$ cat src/rtl/axioma_lsu_if.sv
// Request, response and SRAM-side signal bundle of the load/store unit.
interface axioma_lsu_if;
  logic        req_valid;
  logic        req_ready;
  logic [1:0]  req_op;
  logic [1:0]  req_mode;
  logic [15:0] req_ptr;
  logic [5:0]  req_disp;
  logic [15:0] req_wdata;
  logic [4:0]  req_tag;

  logic        resp_valid;
  logic [15:0] resp_rdata;
  logic [15:0] resp_ptr;
  logic        resp_ptr_we;
  logic [4:0]  resp_tag;
  logic        resp_err;

  logic [15:0] mem_addr;
  logic [7:0]  mem_wdata;
  logic        mem_read;
  logic        mem_write;
  logic [7:0]  mem_rdata;

  logic        busy;

  // Environment side: execute stage issuing requests plus the SRAM controller.
  modport master (
    output req_valid, req_op, req_mode, req_ptr, req_disp, req_wdata, req_tag,
    output mem_rdata,
    input  req_ready, resp_valid, resp_rdata, resp_ptr, resp_ptr_we, resp_tag, resp_err,
    input  mem_addr, mem_wdata, mem_read, mem_write, busy
  );

  // Load/store unit side.
  modport slave (
    input  req_valid, req_op, req_mode, req_ptr, req_disp, req_wdata, req_tag,
    input  mem_rdata,
    output req_ready, resp_valid, resp_rdata, resp_ptr, resp_ptr_we, resp_tag, resp_err,
    output mem_addr, mem_wdata, mem_read, mem_write, busy
  );
endinterface

$ cat src/rtl/axioma_lsu.sv
// Load/store unit: EA/pointer update, bounds check, one or two byte-wide SRAM
// accesses (little-endian, low byte first) and a registered writeback response.
module axioma_lsu #(
  parameter int unsigned MEM_LAT = 2,
  parameter logic [15:0] ADDR_LO = 16'h0020,
  parameter logic [15:0] ADDR_HI = 16'h08FF
) (
  input  logic         clk,
  input  logic         reset_n,
  axioma_lsu_if.slave  bus
);

  localparam int unsigned CW = (MEM_LAT < 2) ? 1 : $clog2(MEM_LAT);
  localparam logic [CW-1:0] CNT_LAST = CW'(MEM_LAT - 1);

  typedef enum logic [2:0] {S_IDLE, S_ISSUE, S_WAIT, S_RESP, S_ERR} state_e;

  state_e state_q, state_d;

  logic [CW-1:0] cnt_q, cnt_d;
  logic [1:0]    op_q, op_d;
  logic [15:0]   wdata_q, wdata_d;
  logic [4:0]    tag_q, tag_d;
  logic [15:0]   nptr_q, nptr_d;
  logic          pwe_q, pwe_d;
  logic          hi_q, hi_d;
  logic [15:0]   rdata_q, rdata_d;

  logic [15:0]   mem_addr_q, mem_addr_d;
  logic [7:0]    mem_wdata_q, mem_wdata_d;
  logic          mem_read_q, mem_read_d;
  logic          mem_write_q, mem_write_d;
  logic          req_ready_q, req_ready_d;
  logic          busy_q, busy_d;
  logic          resp_valid_q, resp_valid_d;
  logic [15:0]   resp_rdata_q, resp_rdata_d;
  logic [15:0]   resp_ptr_q, resp_ptr_d;
  logic          resp_ptr_we_q, resp_ptr_we_d;
  logic [4:0]    resp_tag_q, resp_tag_d;
  logic          resp_err_q, resp_err_d;

  logic [16:0]   size17_c, ea17_c, inc17_c, last17_c;
  logic [15:0]   nptr_c;
  logic          wrap_c, err_c;
  logic          wait_done_c;

  // Effective address, updated pointer and legality of the incoming request.
  always_comb begin
    size17_c = bus.req_op[1] ? 17'd2 : 17'd1;
    ea17_c   = {1'b0, bus.req_ptr};
    inc17_c  = {1'b0, bus.req_ptr} + size17_c;
    nptr_c   = bus.req_ptr;
    wrap_c   = 1'b0;
    unique case (bus.req_mode)
      2'b01: begin
        nptr_c = inc17_c[15:0];
        wrap_c = inc17_c[16];
      end
      2'b10: begin
        ea17_c = {1'b0, bus.req_ptr} - size17_c;
        nptr_c = ea17_c[15:0];
        wrap_c = ea17_c[16];
      end
      2'b11: begin
        ea17_c = {1'b0, bus.req_ptr} + {11'd0, bus.req_disp};
        wrap_c = ea17_c[16];
      end
      default: ;
    endcase
    last17_c = {1'b0, ea17_c[15:0]} + size17_c - 17'd1;
    err_c    = wrap_c | last17_c[16] | (ea17_c[15:0] < ADDR_LO) |
               (last17_c[15:0] > ADDR_HI);
  end

  assign wait_done_c = (cnt_q == CNT_LAST);

  // State register.
  always_ff @(posedge clk or negedge reset_n) begin
    if (!reset_n) state_q <= S_IDLE;
    else          state_q <= state_d;
  end

  // Next-state logic.
  always_comb begin
    state_d = state_q;
    unique case (state_q)
      S_IDLE:  if (bus.req_valid) state_d = err_c ? S_ERR : S_ISSUE;
      S_ISSUE: state_d = S_WAIT;
      S_WAIT:  if (wait_done_c) state_d = (op_q[1] && !hi_q) ? S_ISSUE : S_RESP;
      S_RESP:  state_d = S_IDLE;
      S_ERR:   state_d = S_IDLE;
      default: state_d = S_IDLE;
    endcase
  end

  // Datapath and registered-output next values; strobes are set on entry to ISSUE.
  always_comb begin
    cnt_d         = cnt_q;
    op_d          = op_q;
    wdata_d       = wdata_q;
    tag_d         = tag_q;
    nptr_d        = nptr_q;
    pwe_d         = pwe_q;
    hi_d          = hi_q;
    rdata_d       = rdata_q;
    mem_addr_d    = mem_addr_q;
    mem_wdata_d   = mem_wdata_q;
    mem_read_d    = 1'b0;
    mem_write_d   = 1'b0;
    resp_valid_d  = 1'b0;
    resp_rdata_d  = resp_rdata_q;
    resp_ptr_d    = resp_ptr_q;
    resp_ptr_we_d = resp_ptr_we_q;
    resp_tag_d    = resp_tag_q;
    resp_err_d    = resp_err_q;
    req_ready_d   = (state_d == S_IDLE);
    busy_d        = (state_d != S_IDLE);

    unique case (state_q)
      S_IDLE: begin
        if (bus.req_valid) begin
          op_d    = bus.req_op;
          wdata_d = bus.req_wdata;
          tag_d   = bus.req_tag;
          nptr_d  = nptr_c;
          pwe_d   = (bus.req_mode == 2'b01) || (bus.req_mode == 2'b10);
          hi_d    = 1'b0;
          rdata_d = 16'h0000;
          cnt_d   = '0;
          if (err_c) begin
            resp_valid_d  = 1'b1;
            resp_err_d    = 1'b1;
            resp_rdata_d  = 16'h0000;
            resp_ptr_d    = bus.req_ptr;
            resp_ptr_we_d = 1'b0;
            resp_tag_d    = bus.req_tag;
          end else begin
            mem_addr_d  = ea17_c[15:0];
            mem_wdata_d = bus.req_wdata[7:0];
            mem_read_d  = ~bus.req_op[0];
            mem_write_d = bus.req_op[0];
          end
        end
      end
      S_ISSUE: cnt_d = '0;
      S_WAIT: begin
        if (wait_done_c) begin
          if (!op_q[0]) begin
            if (hi_q) rdata_d[15:8] = bus.mem_rdata;
            else      rdata_d[7:0]  = bus.mem_rdata;
          end
          if (op_q[1] && !hi_q) begin
            hi_d        = 1'b1;
            mem_addr_d  = mem_addr_q + 16'd1;
            mem_wdata_d = wdata_q[15:8];
            mem_read_d  = ~op_q[0];
            mem_write_d = op_q[0];
          end else begin
            resp_valid_d  = 1'b1;
            resp_err_d    = 1'b0;
            resp_rdata_d  = op_q[0] ? 16'h0000 : rdata_d;
            resp_ptr_d    = nptr_q;
            resp_ptr_we_d = pwe_q;
            resp_tag_d    = tag_q;
          end
        end else begin
          cnt_d = cnt_q + CW'(1);
        end
      end
      default: ;
    endcase
  end

  // Datapath and output registers; reset aborts any access in flight.
  always_ff @(posedge clk or negedge reset_n) begin
    if (!reset_n) begin
      cnt_q         <= '0;
      op_q          <= 2'b00;
      wdata_q       <= 16'h0000;
      tag_q         <= 5'd0;
      nptr_q        <= 16'h0000;
      pwe_q         <= 1'b0;
      hi_q          <= 1'b0;
      rdata_q       <= 16'h0000;
      mem_addr_q    <= 16'h0000;
      mem_wdata_q   <= 8'h00;
      mem_read_q    <= 1'b0;
      mem_write_q   <= 1'b0;
      req_ready_q   <= 1'b1;
      busy_q        <= 1'b0;
      resp_valid_q  <= 1'b0;
      resp_rdata_q  <= 16'h0000;
      resp_ptr_q    <= 16'h0000;
      resp_ptr_we_q <= 1'b0;
      resp_tag_q    <= 5'd0;
      resp_err_q    <= 1'b0;
    end else begin
      cnt_q         <= cnt_d;
      op_q          <= op_d;
      wdata_q       <= wdata_d;
      tag_q         <= tag_d;
      nptr_q        <= nptr_d;
      pwe_q         <= pwe_d;
      hi_q          <= hi_d;
      rdata_q       <= rdata_d;
      mem_addr_q    <= mem_addr_d;
      mem_wdata_q   <= mem_wdata_d;
      mem_read_q    <= mem_read_d;
      mem_write_q   <= mem_write_d;
      req_ready_q   <= req_ready_d;
      busy_q        <= busy_d;
      resp_valid_q  <= resp_valid_d;
      resp_rdata_q  <= resp_rdata_d;
      resp_ptr_q    <= resp_ptr_d;
      resp_ptr_we_q <= resp_ptr_we_d;
      resp_tag_q    <= resp_tag_d;
      resp_err_q    <= resp_err_d;
    end
  end

  assign bus.req_ready   = req_ready_q;
  assign bus.busy        = busy_q;
  assign bus.mem_addr    = mem_addr_q;
  assign bus.mem_wdata   = mem_wdata_q;
  assign bus.mem_read    = mem_read_q;
  assign bus.mem_write   = mem_write_q;
  assign bus.resp_valid  = resp_valid_q;
  assign bus.resp_rdata  = resp_rdata_q;
  assign bus.resp_ptr    = resp_ptr_q;
  assign bus.resp_ptr_we = resp_ptr_we_q;
  assign bus.resp_tag    = resp_tag_q;
  assign bus.resp_err    = resp_err_q;

endmodule

$ cat src/flat_wrapper.sv
// flat-port wrapper written by rule: the top's interface ports become plain ports
module axioma_lsu_flat 
#(
  parameter int unsigned MEM_LAT = 2,
  parameter logic [15:0] ADDR_LO = 16'h0020,
  parameter logic [15:0] ADDR_HI = 16'h08FF
)
  (clk, reset_n, bus_req_valid, bus_req_op, bus_req_mode, bus_req_ptr, bus_req_disp, bus_req_wdata, bus_req_tag, bus_mem_rdata, bus_req_ready, bus_resp_valid, bus_resp_rdata, bus_resp_ptr, bus_resp_ptr_we, bus_resp_tag, bus_resp_err, bus_mem_addr, bus_mem_wdata, bus_mem_read, bus_mem_write, bus_busy);
  axioma_lsu_if bus_i ();
  input  logic clk;
  input  logic reset_n;
  input wire logic [$bits(bus_i.req_valid)-1:0] bus_req_valid;
  input wire logic [$bits(bus_i.req_op)-1:0] bus_req_op;
  input wire logic [$bits(bus_i.req_mode)-1:0] bus_req_mode;
  input wire logic [$bits(bus_i.req_ptr)-1:0] bus_req_ptr;
  input wire logic [$bits(bus_i.req_disp)-1:0] bus_req_disp;
  input wire logic [$bits(bus_i.req_wdata)-1:0] bus_req_wdata;
  input wire logic [$bits(bus_i.req_tag)-1:0] bus_req_tag;
  input wire logic [$bits(bus_i.mem_rdata)-1:0] bus_mem_rdata;
  output wire logic [$bits(bus_i.req_ready)-1:0] bus_req_ready;
  output wire logic [$bits(bus_i.resp_valid)-1:0] bus_resp_valid;
  output wire logic [$bits(bus_i.resp_rdata)-1:0] bus_resp_rdata;
  output wire logic [$bits(bus_i.resp_ptr)-1:0] bus_resp_ptr;
  output wire logic [$bits(bus_i.resp_ptr_we)-1:0] bus_resp_ptr_we;
  output wire logic [$bits(bus_i.resp_tag)-1:0] bus_resp_tag;
  output wire logic [$bits(bus_i.resp_err)-1:0] bus_resp_err;
  output wire logic [$bits(bus_i.mem_addr)-1:0] bus_mem_addr;
  output wire logic [$bits(bus_i.mem_wdata)-1:0] bus_mem_wdata;
  output wire logic [$bits(bus_i.mem_read)-1:0] bus_mem_read;
  output wire logic [$bits(bus_i.mem_write)-1:0] bus_mem_write;
  output wire logic [$bits(bus_i.busy)-1:0] bus_busy;
  assign bus_i.req_valid = bus_req_valid;
  assign bus_i.req_op = bus_req_op;
  assign bus_i.req_mode = bus_req_mode;
  assign bus_i.req_ptr = bus_req_ptr;
  assign bus_i.req_disp = bus_req_disp;
  assign bus_i.req_wdata = bus_req_wdata;
  assign bus_i.req_tag = bus_req_tag;
  assign bus_i.mem_rdata = bus_mem_rdata;
  assign bus_req_ready = bus_i.req_ready;
  assign bus_resp_valid = bus_i.resp_valid;
  assign bus_resp_rdata = bus_i.resp_rdata;
  assign bus_resp_ptr = bus_i.resp_ptr;
  assign bus_resp_ptr_we = bus_i.resp_ptr_we;
  assign bus_resp_tag = bus_i.resp_tag;
  assign bus_resp_err = bus_i.resp_err;
  assign bus_mem_addr = bus_i.mem_addr;
  assign bus_mem_wdata = bus_i.mem_wdata;
  assign bus_mem_read = bus_i.mem_read;
  assign bus_mem_write = bus_i.mem_write;
  assign bus_busy = bus_i.busy;
  axioma_lsu #(.MEM_LAT(MEM_LAT), .ADDR_LO(ADDR_LO), .ADDR_HI(ADDR_HI)) u_core (.clk(clk), .reset_n(reset_n), .bus(bus_i));
endmodule
$ cat config.mk
export PLATFORM = sky130hd
export DESIGN_NAME = axioma_lsu_flat
export DESIGN_NICKNAME = d
export VERILOG_FILES = /design/src/rtl/axioma_lsu_if.sv /design/src/rtl/axioma_lsu.sv /design/src/flat_wrapper.sv
export SDC_FILE = /design/constraint.sdc
export NUM_CORES = 1
export LEC_CHECK = 0
export CAP_MARGIN = 10
export CORE_UTILIZATION = 42
export DETAILED_ROUTE_END_ITERATION = 10
export DONT_BUFFER_PORTS = 1
export PLACE_DENSITY = 0.6
export SLEW_MARGIN = 20
export SYNTH_ARGS = -nofsm -noshare
export SYNTH_HDL_FRONTEND = slang
export SYNTH_SLANG_ARGS = --single-unit
$ cat constraint.sdc
create_clock -name clk -period 3.5 [get_ports clk]
set_clock_uncertainty 0.2 [all_clocks]
set_input_delay 0.175 -clock clk [delete_from_list [all_inputs] [get_ports clk]]
set_output_delay 0.175 -clock clk [all_outputs]
set_load 0.05 [all_outputs]
==> results.env, run 1 <==
TRITONCTS='built'
FAILED_CHECKS='setup timing'
FLOORPLAN.IO_PINS=126
VDD_IR_DROP_MAX_V=0.000348
DESIGN.DIE.AREA_UM2=19900
YS_DOMINANT_REG_CELL='dfrtp_1'
POWER.DENSITY_CELL_AREA_nW_PER_UM2=515
MAPPEDNETLISTNETS=1071
POST-SYNTH-TOP-AREA-FRACTION_PCT=37.0
SETUP_WS_FINAL_NS=-0.617
DIE_H_UM=141
INITIAL_CORE_UTIL_PCT=43.1
GRT_PASS1_WL_UM=42600
DIE-WIDTH_UM=141
DRT-WIRELENGTH-PER-CELL_UM=18.8
CTS-ROOT-BUF='clkbuf_16'
STDCELL_AREA_UM2=11500
POWER_LEAKAGE_uW=0.00512
VIA_PER_INST=5.68
YS_SEQ_ELEMENTS=121
DRV_SLEW=0
CRITICAL_PATH.MAX_FANOUT=21
MAX-CAP-VIOLATIONS=0
GLOBALROUTETOTALUTIL_PCT=27.4
FINAL_NETS=1255
DETAIL_ROUTE.DRC_VIOLATIONS=0
WORSTHOLDSTART='bus_req_ptr[8]'
WORST-SLEW-PIN-TRANSITION_NS=0.884
CTS.PATH.MAX_BUFFERS=2
FINALCRITPERIODSHARE_PCT=118
GRT_START_MAX_NET_PINS=122
TOTAL_PLACED_INSTANCE_AREA_UM2=9520
FINAL_UTIL_PCT=61.0
SYNTH_AREA_LEADERS='dfrtp_1 (37%), nand2_1 (11%), ha_1 (5.9%)'
ASYNCSETRESETFLOPFRACSYNTH_PCT=100
POST_ROUTE_CELLS_DRIVE_ABOVE_1_SHARE_PCT=28.2
GRT_SETUP_UNREPAIRED='yes'
GR-TOTAL-OVERFLOW=0
FINAL_PERIOD_MINUS_WORST_SETUP_SLACK_NS=4.12
CTS-HTREE-LEVELS=4
WORSTPATHREQUIRED_NS=3.60
WIRELENGTH_UM=26800
MAXSLEWHEADROOM_PCT=40.6
ENDPOINT_KIND='flop'
CTS_INSERTED_BUFFERS=17
HPWLAFTERDP_UM=18000
SYNTH_CELL_TYPE_COUNT=75
ROUTE.ANTENNA.REMAINING_NETS=0
PLACE_CONGESTION=0.950
CLK_LATENCY_NS=0.42
R2R_CELLS=6
HP-CLASS='input port to flop'
SYNTH_SEQUENTIAL_AREA_RATIO_PCT=37.3
OUTCOME='complete, but fails checks'
FLOORPLAN.ROWS=50
FIRSTDRTPASSITERS=6
SYNTHCELLS=971
ANTENNA_FOUND_INITIAL=0
DESIGN.CORE.AREA_UM2=18800
CRITPATHKIND='input port to flop'
SYNTHESIZED_AREA_DIVIDED_BY_SYNTHESIZED_CELL_COUNT_UM2=8.36
TIMING_HOLD_VIOLATIONS_FINAL=0
SYNTHESIS.YOSYS.WARNINGS=0
CLKTRANSATPATHREGS_NS=0.06
ROUTE.VIAS.TOTAL=8106
SYN_STD_CELL_AREA_UM2=8120
WORSTSETUPSTARTPOINTTYPE='input port'
CLOCK-SINKS=121
LAYOUTNONFILLERINSTCOUNT=1428
PLACED_CELLS_INCL_TAPS=1315
FINAL.HOLD.WORST_SLACK_NS=0.00712
DP_SLACK_NS=-1.23
AREA_GROWTH_FROM_SYNTHESIS_TO_LAYOUT_PCT=41.6
SYNTH_ENABLE_FLOP_CELLS=0
COUNT_OF_INPUT_AND_OUTPUT_BUFFERS=0
GRT_PASS1_VIAS=8068
SYNTH_LARGEST_AREA_CELL='dfrtp_1'
REPORT.FINAL.SETUP_VIOL=68
WHS_ENDPOINT='u_core.nptr_q[12]'
CRITPATHARRIVALTIME_NS=4.21
FMAXACHIEVABLE_GHz=0.243
DRT_ITER0_DRC=598
NUM_ANTENNA_CELLS=0
FF2FF_SETUP_SLACK_NS=0.70
HOLD_PATH_DEPTH=4
R2R_PATH_END='u_core.nptr_q[15]'
WORSTREG2REGSTART='u_core.state_q[0]'
-- worst max-delay path: stages --
cell,delay [ns]
ha_4,0.11
inv_1,0.04
fa_2,0.34
nand2b_4,0.16
a21oi_4,0.15
o31ai_2,0.09
buf_4,0.16
a211o_1,0.30
a21oi_2,0.18
buf_6,0.15
ha_4,0.21
nand2b_4,0.14
a311o_1,0.32
o211a_1,0.25
a2111oi_4,0.26
o211a_1,0.28
a31oi_4,0.16
nor2b_4,0.18
buf_12,0.18
mux2_1,0.34
-- cell usage after synthesis (10+ instances only) --
cell / n
mux2i_1: 19
nor2_1: 35
a31oi_1: 15
o31ai_1: 20
nand2b_1: 11
nand2_1: 229
o21ai_0: 62
nand3_1: 22
nor3_1: 14
ha_1: 38
nand4_1: 10
clkbuf_1: 49
o22ai_1: 23
a22o_1: 16
dfrtp_1: 120
a21oi_1: 56
or3_1: 11
mux2_1: 22
inv_1: 41
-- per-stage QoR --
stage          TNS (ns)  power [uW]
6_report         -31.24        5920
5_1_grt          -41.66        6180
4_1_cts          -31.30        5870
3_5_place_dp     -74.25        3730
3_3_place_gp     -73.93        3710
2_1_floorplan    -50.70        3300
-- timing repair --
| item | CTS | global route |
|---|---|---|
| pin swaps | 21 | 9 |
| gates resized for setup | 93 | 32 |
| hold buffers | 54 | 0 |
| endpoints found under the hold margin | 213 | 0 |
| endpoints found under the setup margin | 68 | 68 |
| setup buffers | 20 | 6 |
| cloned | 0 | 1 |
-- how the worst max path moves through the flow --
stage,from,endpoint,slack (ns),depth (start not counted)
4_1_cts,bus_req_op[1],u_core.bus.resp_ptr[0],-0.59,20
3_3_place_gp,bus_req_disp[1],u_core.bus.mem_wdata[2],-1.22,17
2_1_floorplan,bus_req_ptr[10],u_core.bus.mem_wdata[5],-0.91,21
6_report,bus_req_disp[0],u_core.bus.resp_ptr[5],-0.62,20
3_5_place_dp,bus_req_ptr[0],u_core.bus.mem_wdata[0],-1.23,20
5_1_grt,bus_req_disp[1],u_core.bus.mem_addr[2],-0.77,19
-- per-layer routing --
metal / GRT usage, % / wire, um / vias up
li1: - / - / 3853
met4: 11.2 / 810 / 0
met3: 7.54 / 1900 / 58
met1: 35.4 / 11600 / 3906
met5: 0 / 0 / -
met2: 43.2 / 12500 / 289
-- sequential cells by signal, indices dropped and copies added (netlist names), 2 cells and up --
signal and flops:
u_core.nptr_q 16, u_core.wdata_q 8, u_core.op_q 2, u_core.bus.mem_wdata 8, u_core.bus.resp_rdata 16, u_core.bus.resp_ptr 16
u_core.bus.mem_addr 16, u_core.tag_q 5, u_core.rdata_q 16, u_core.bus.resp_tag 5, u_core.state_q 3
-- kinds of logic after synthesis --
group / count (synthesis) / share of synthesized area (%)
flops: 121 / 37.3
buf+inv: 104 / 5.25
mux: 49 / 6.50
fa+ha+maj: 42 / 6.84
simple gates: 378 / 21.2
xor+xnor: 8 / 0.955
compound gates: 269 / 22.0
-- power by group --
| group | total (uW) | internal [uW] | leakage (uW) | switching (uW) |
|---|---|---|---|---|
| clock | 1840 | 1140 | 0.000297 | 705 |
| sequential | 2500 | 1640 | 0.00153 | 854 |
| combinational | 1580 | 784 | 0.00329 | 797 |
| total | 5920 | 3560 | 0.00512 | 2360 |
-- final cells by class --
cell class                 count  area (um^2)
clock buffer                  17          425
tap                          260          325
timing repair buffer         227         1970
clock inverter                15          188
inverter                      42          175
sequential                   121         3030
multi-input combinational    746         5380
fill                        1581         7340
-- placed cells by master (no fill, tap or decap), types with 19 or more instances in the layout --
cell and count:
buf_4 154, nand3_1 19, dlygate4sd3_1 53, mux2i_1 19, o22ai_1 22, nor2_1 34
dfrtp_1 120, nand2_1 223, inv_1 31, a21oi_1 48, ha_1 21, o21ai_0 48
(Power assumes the default switching activity.)
==> inputs of run 2 (changes only) <==
- CORE_ASPECT_RATIO: default -> 1.1
==> results.env, run 2 (same netlist as run 1, synthesis figures left out) <==
CRIT_FAMILY='compound AO/OA/AOI/OAI gates'
VDD_IR_DROP_MAX_V=0.000345  # -0.78%
GRT_SETUP_UNREPAIRED='yes'
ANTENNA_FOUND_INITIAL=0  # unchanged
GLOBALROUTETOTALUTIL_PCT=27.2  # -0.18 points
GRT_START_MAX_NET_PINS=122  # unchanged
LAYOUT_COMMON_CELLS='nand2_1 (226), buf_4 (162), dfrtp_1 (120)'
WORSTHOLDSTART='bus_req_ptr[0]'
WORST-SLEW-PIN-TRANSITION_NS=0.849  # -0.0341 ns
POWER_LEAKAGE_uW=0.00519  # +1.5%
FAILED_CHECKS='setup timing'
ENDPOINT_KIND='flop'
FMAXACHIEVABLE_GHz=0.227  # -6.5%
ROUTE.VIAS.TOTAL=8106  # unchanged
WORSTSETUPSTARTPOINTTYPE='input port'
INTERNAL-POWER_uW=3660  # +2.7%
CTS-ROOT-BUF='clkbuf_16'
SWITCHINGPOWER_uW=2300  # -2.3%
DETAIL_ROUTE.DRC_VIOLATIONS=0  # unchanged
R2R_CELLS=9  # +3
LAYOUTNONFILLERINSTCOUNT=1415  # -0.91%
FF2FF_SETUP_SLACK_NS=0.82  # +0.12 ns
HP-CLASS='input port to flop'
WORSTPATHREQUIRED_NS=3.60  # about the same
CTS_INSERTED_BUFFERS=17  # unchanged
GRT_PASS1_WL_UM=42200  # -0.99%
PLACED_CELLS_INCL_TAPS=1302  # -0.99%
BUFFERS_AND_INVERTERS_ON_THE_WORST_PATH=6  # +2
FINALCRITPERIODSHARE_PCT=126  # +8.2 points
CTS.PATH.MAX_BUFFERS=2  # unchanged
GRT_PASS1_VIAS=7850  # -2.7%
TIMING.CRITICAL_PATH.CELLS='ha_4 > inv_2 > fa_2 > nand2b_4 > a21oi_4 > buf_6 > o31ai_4 > or2_4 > o21ai_2 > nor2_2 > a21oi_4 > inv_2 > ha_4 > nand2b_4 > a311o_1 > mux2_4 > a2111oi_4 > o211a_1 > a31oi_4 > nor2b_4 > buf_6 > buf_12 > buf_12 > mux2_4'
FIRSTDRTPASSITERS=6  # unchanged
TRITONCTS='built'
DRT_ITER0_DRC=567  # -5.2%
CLKTRANSATPATHREGS_NS=0.06  # about the same
WIRELENGTH_UM=26700  # -0.35%
SWSHARE_PCT=38.6  # -1.2 points
CTS-HTREE-LEVELS=4  # unchanged
POWER.DENSITY_CELL_AREA_nW_PER_UM2=519  # +0.80%
DESIGN.CORE.AREA_UM2=18700  # -0.84%
VIA_PER_INST=5.73  # +0.92%
MAX_STAGE_DELAY_NS=0.39  # +0.05 ns
PLACE_CONGESTION=0.954  # +0.41%
POWER.CLOCK.FRACTION_PCT=31.7  # +0.6 points
FINAL_COMMON_CELL='nand2_1'
DRV_SLEW=0  # unchanged
MAXSLEWHEADROOM_PCT=42.9  # +2.3 points
DRT-WIRELENGTH-PER-CELL_UM=18.9  # +0.57%
SLOWEST_STAGE='a311o_1'
DIE_H_UM=148  # +4.8%
FLOORPLAN.IO_PINS=126  # unchanged
AREA_GROWTH_FROM_SYNTHESIS_TO_LAYOUT_PCT=41.4  # about the same
CRITICAL_PATH.MAX_FANOUT=6  # -71%
REPORT.FINAL.SETUP_VIOL=68  # unchanged
R2R_PATH_END='u_core.bus.resp_ptr[8]'
POST_ROUTE_CELLS_DRIVE_ABOVE_1_SHARE_PCT=28.2  # about the same
ROUTE.ANTENNA.REMAINING_NETS=0  # unchanged
NUM_ANTENNA_CELLS=0  # unchanged
DESIGN.DIE.AREA_UM2=19900  # about the same
GR-TOTAL-OVERFLOW=0  # unchanged
DIE-WIDTH_UM=135  # -4.6%
FINAL.HOLD.WORST_SLACK_NS=0.0210  # +0.0139 ns
HPWLAFTERDP_UM=17900  # -0.79%
FINAL_NETS=1259  # +0.32%
FINAL_PERIOD_MINUS_WORST_SETUP_SLACK_NS=4.40  # +0.285 ns
CLOCK-SINKS=121  # unchanged
MAX-CAP-VIOLATIONS=0  # unchanged
FLOORPLAN.ROWS=52  # +4.0%
CRITPATHARRIVALTIME_NS=4.50  # +0.29 ns
OUTCOME='complete, but fails checks'
SETUP_WS_FINAL_NS=-0.903  # -0.285 ns
WHS_ENDPOINT='u_core.bus.mem_addr[0]'
COUNT_OF_INPUT_AND_OUTPUT_BUFFERS=0  # unchanged
INITIAL_CORE_UTIL_PCT=43.5  # +0.36 points
TIMING_HOLD_VIOLATIONS_FINAL=0  # unchanged
CRITPATHKIND='input port to flop'
HOLD_PATH_DEPTH=5  # +1
SEQUENTIALPOWERSHARE_PCT=42.2  # about the same
CLK_LATENCY_NS=0.42  # about the same
COMB_POWER_SHARE_PCT=26.1  # -0.6 points
WORSTREG2REGSTART='u_core.state_q[0]'
[run 2: timing repair]
action / CTS / global route
hold endpoints to repair: 213 / 0
resized for setup: 72 / 34
gates cloned: 2 / 1
setup endpoints to repair: 68 / 68
hold buffers: 56 / 0
buffers inserted: 17 / 7
pin swaps: 9 / 14
[run 2: layout make-up]
| type | instances | area [um^2] |
|---|---|---|
| flip-flops and latches | 121 | 3030 |
| repair buffers | 231 | 2020 |
| clock inverters | 11 | 170 |
| clock buffers | 21 | 460 |
| fillers | 1583 | 7190 |
| well taps | 243 | 304 |
| inverters | 42 | 160 |
| multi-input cells | 746 | 5340 |
[run 2: worst min-delay path: cells and delay by family]
family | cells | cell delay [ns]
and+or+nand+nor | 1 | 0.09
buffers and inverters | 1 | 0.14
AOI/OAI and AO/OA | 3 | 0.20
[run 2: power by group through the flow]
stage / Sequential (uW) / Clock (uW) / Combinational, uW
after floorplan: 2470 / 0 / 830
after global placement: 2530 / 0 / 1200
after detailed placement: 2540 / 0 / 1220
after CTS: 2510 / 1910 / 1490
after global routing: 2550 / 1970 / 1700
final: 2520 / 1890 / 1560
[run 2: how the worst max path moves through the flow]
stage,start,endpoint,slack [ns],cells past startpoint
6_report,bus_req_disp[0],u_core.bus.resp_ptr[8],-0.90,24
5_1_grt,bus_req_disp[0],u_core.bus.resp_ptr[8],-1.01,24
4_1_cts,bus_req_disp[0],u_core.bus.resp_ptr[8],-0.74,24
3_5_place_dp,bus_req_disp[1],u_core.bus.mem_addr[6],-1.46,19
3_3_place_gp,bus_req_disp[1],u_core.bus.mem_addr[6],-1.44,19
2_1_floorplan,bus_req_ptr[10],u_core.bus.mem_wdata[5],-0.91,21
[run 2: routing by layer]
layer | GRT usage [%] | routed length (um) | vias to the layer above | part of all wire (%)
met5 | 0 | 0 | - | 0
met4 | 10.2 | 684 | 0 | 2.6
met3 | 5.25 | 1460 | 52 | 5.5
met2 | 44.1 | 12800 | 266 | 48
met1 | 35.8 | 11800 | 3933 | 44
li1 | - | - | 3855 | -
[run 2: through the flow]
step	area, um^2	util [%]	setup TNS (ns)	setup slack [ns]	total power, uW
floorplan	8380	-	-50.70	-0.906	3300
global placement	9550	51.2	-85.56	-1.44	3730
detailed placement	9550	51.2	-88.22	-1.46	3760
CTS	11300	60.5	-36.78	-0.743	5920
global route	11500	61.5	-55.21	-1.01	6220
finish	11500	61.5	-46.86	-0.903	5960
==> inputs of run 3 (changes only) <==
- CTS_BUF_LIST: default -> sky130_fd_sc_hd__clkbuf_16
- GPL_ROUTABILITY_DRIVEN: default -> 0
==> results.env, run 3 (same netlist as run 1, synthesis figures left out) <==
GRT_PASS1_WL_UM=43200  # +2.4%
DRT_ITER0_DRC=552  # -2.6%
FINAL_PERIOD_MINUS_WORST_SETUP_SLACK_NS=4.20  # -0.202 ns
FLOORPLAN.ROWS=52  # unchanged
HOLD_PATH_DEPTH=5  # unchanged
GRT_START_MAX_NET_PINS=122  # unchanged
SEQUENTIAL_CELL_AREA_UM2=3030  # unchanged
AREA_GROWTH_FROM_SYNTHESIS_TO_LAYOUT_PCT=41.6
FILLERS=1600  # +1.1%
WORSTSETUPSTARTPOINTTYPE='input port'
CRITPATHKIND='input port to flop'
WORSTPATHREQUIRED_NS=3.61  # about the same
DRV_SLEW=0  # unchanged
PLACED_CELLS_INCL_TAPS=1309  # +0.54%
R2R_CELLS=8  # -1
SUM_OF_NEGATIVE_SETUP_SLACK_NS=-38.67  # +8.19 ns
WHS_ENDPOINT='u_core.nptr_q[0]'
ANTENNA_FOUND_INITIAL=0  # unchanged
CLKTRANSATPATHREGS_NS=0.06  # about the same
FLOORPLAN.IO_PINS=126  # unchanged
CTS.PATH.MAX_BUFFERS=2  # unchanged
CLK_LATENCY_NS=0.42  # about the same
MAXSLEWHEADROOM_PCT=40.5  # -2.5 points
DESIGN.CORE.AREA_UM2=18700  # unchanged
POWER.DENSITY_CELL_AREA_nW_PER_UM2=498  # -4.0%
LAYOUT_COMMON_CELLS='nand2_1 (225), buf_4 (165), dfrtp_1 (120)'
FAILED_CHECKS='setup timing'
LAYOUTNONFILLERINSTCOUNT=1424  # +0.64%
CTS-ROOT-BUF='clkbuf_16'
POWER_LEAKAGE_uW=0.00513  # -1.3%
POST_LAYOUT_TOTAL_POWER_uW=5730  # -3.9%
GRT_PASS1_VIAS=8140  # +3.7%
DIE_H_UM=148  # unchanged
FMAXACHIEVABLE_GHz=0.238  # +4.8%
TRITONCTS='built'
NUM_ANTENNA_CELLS=0  # unchanged
WORSTHOLDSTART='bus_req_op[1]'
REPORT.FINAL.SETUP_VIOL=68  # unchanged
HPWLAFTERDP_UM=17900  # about the same
ROUTE.VIAS.TOTAL=8155  # +0.60%
WIRELENGTH_UM=26600  # -0.38%
CTS-HTREE-LEVELS=4  # unchanged
SETUP_WS_FINAL_NS=-0.701  # +0.202 ns
FINAL_COMMON_CELL='nand2_1'
GLOBALROUTETOTALUTIL_PCT=27.8  # +0.58 points
CTS_INSERTED_BUFFERS=17  # unchanged
ENDPOINT_KIND='flop'
POST_ROUTE_CELLS_DRIVE_ABOVE_1_SHARE_PCT=28.8  # +0.63 points
FINALCRITPERIODSHARE_PCT=120  # -5.8 points
GR-TOTAL-OVERFLOW=0  # unchanged
INITIAL_CORE_UTIL_PCT=43.5  # unchanged
ROUTE.ANTENNA.REMAINING_NETS=0  # unchanged
FF2FF_SETUP_SLACK_NS=0.77  # -0.05 ns
R2R_PATH_END='u_core.bus.mem_addr[15]'
DRT-WIRELENGTH-PER-CELL_UM=18.7  # -1.0%
CLOCK-SINKS=121  # unchanged
DIE-WIDTH_UM=135  # unchanged
WORSTREG2REGSTART='u_core.bus.mem_addr[0]'
FINAL_NETS=1268  # +0.71%
WORST-SLEW-PIN-TRANSITION_NS=0.886  # +0.0366 ns
VIA_PER_INST=5.73  # about the same
DESIGN.DIE.AREA_UM2=19900  # unchanged
FIRSTDRTPASSITERS=5  # -1
HP-CLASS='input port to flop'
DETAIL_ROUTE.DRC_VIOLATIONS=0  # unchanged
TIMING_HOLD_VIOLATIONS_FINAL=0  # unchanged
COUNT_OF_INPUT_AND_OUTPUT_BUFFERS=0  # unchanged
VDD_IR_DROP_MAX_V=0.000427  # +24%
MAX-CAP-VIOLATIONS=0  # unchanged
OUTCOME='complete, but fails checks'
FINAL.HOLD.WORST_SLACK_NS=0.0171  # -0.00385 ns
CRITICAL_PATH.MAX_FANOUT=10  # +4
CRITPATHARRIVALTIME_NS=4.31  # -0.19 ns
MULTI_INPUT_GATE_AREA_UM2=5400  # +1.2%
GRT_SETUP_UNREPAIRED='yes'
==> run 3: cell count changes in the layout (fill, tap and decap cells not counted), sizes merged, moves of 2 or more <==
cell,previous run,this run
inv,41,43
dlygate4sd3,55,52
clkbuf,22,17
buf,175,187
clkinv,5,9
bufinv,4,1
==> run 3: metrics by stage <==
stage / utilization (%) / area (um^2) / setup WS (ns)
floorplan: - / 8380 / -0.906
global placement: 51.4 / 9590 / -1.41
detailed placement: 51.4 / 9590 / -1.39
CTS: 61.0 / 11400 / -0.622
global route: 61.6 / 11500 / -0.917
finish: 61.6 / 11500 / -0.701
==> run 3: power by group <==
part           switching (uW)  total, uW  leakage [uW]  internal, uW
sequential                880       2520       0.00153          1640
clock                     636       1580      0.000262           949
combinational             806       1620       0.00333           813
total                    2320       5730       0.00513          3400
==> run 3: metal layers <==
| layer | vias up | global-route usage, % | part of all wire, % |
|---|---|---|---|
| met5 | - | 0 | 0 |
| met4 | 0 | 10.5 | 2.3 |
| met3 | 46 | 5.66 | 5.7 |
| met2 | 271 | 45.5 | 48 |
| met1 | 3964 | 35.9 | 44 |
| li1 | 3874 | - | - |
==> run 3: worst max path at each step <==
stage	from	endpoint	slack [ns]	cells after the start
2_1_floorplan	bus_req_ptr[10]	u_core.bus.mem_wdata[5]	-0.91	21
3_3_place_gp	bus_req_disp[1]	u_core.bus.resp_ptr[0]	-1.41	18
3_5_place_dp	bus_req_disp[1]	u_core.bus.resp_tag[1]	-1.39	18
4_1_cts	bus_req_disp[0]	u_core.bus.resp_tag[4]	-0.62	23
5_1_grt	bus_req_ptr[1]	u_core.bus.resp_ptr[5]	-0.92	22
6_report	bus_req_ptr[1]	u_core.bus.mem_wdata[3]	-0.70	22
==> run 3: repair_timing <==
| action | 4_1_cts | 5_1_grt |
|---|---|---|
| hold buffers | 53 | 0 |
| buffers inserted | 27 | 3 |
| gates cloned | 2 | 0 |
| endpoints found under the setup margin | 68 | 68 |
| endpoints found under the hold margin | 212 | 0 |
| resized for setup | 103 | 24 |
| pin swaps | 28 | 13 |
==> run 3: final cells by class <==
class	count	share of cell area (%)
Multi-Input combinational cell	747	47.0
Sequential cell	121	26.3
Tap cell	243	2.64
Clock buffer	17	3.70
Inverter	42	1.43
Clock inverter	15	0.860
Timing Repair Buffer	239	18.0
==> run 3: critical path: stages <==
cell,delay (ns)
clkinvlp_4,0.10
fa_2,0.38
nand2b_4,0.16
a21oi_4,0.15
buf_6,0.12
o31ai_4,0.08
or2_4,0.28
o21ai_2,0.13
nor2_2,0.05
a21oi_2,0.17
inv_2,0.09
ha_4,0.23
nand2b_4,0.15
or3b_4,0.37
o211a_1,0.26
a2111oi_4,0.27
o211a_1,0.26
buf_6,0.14
a31oi_4,0.13
nor2_4,0.15
buf_12,0.16
mux2_4,0.31
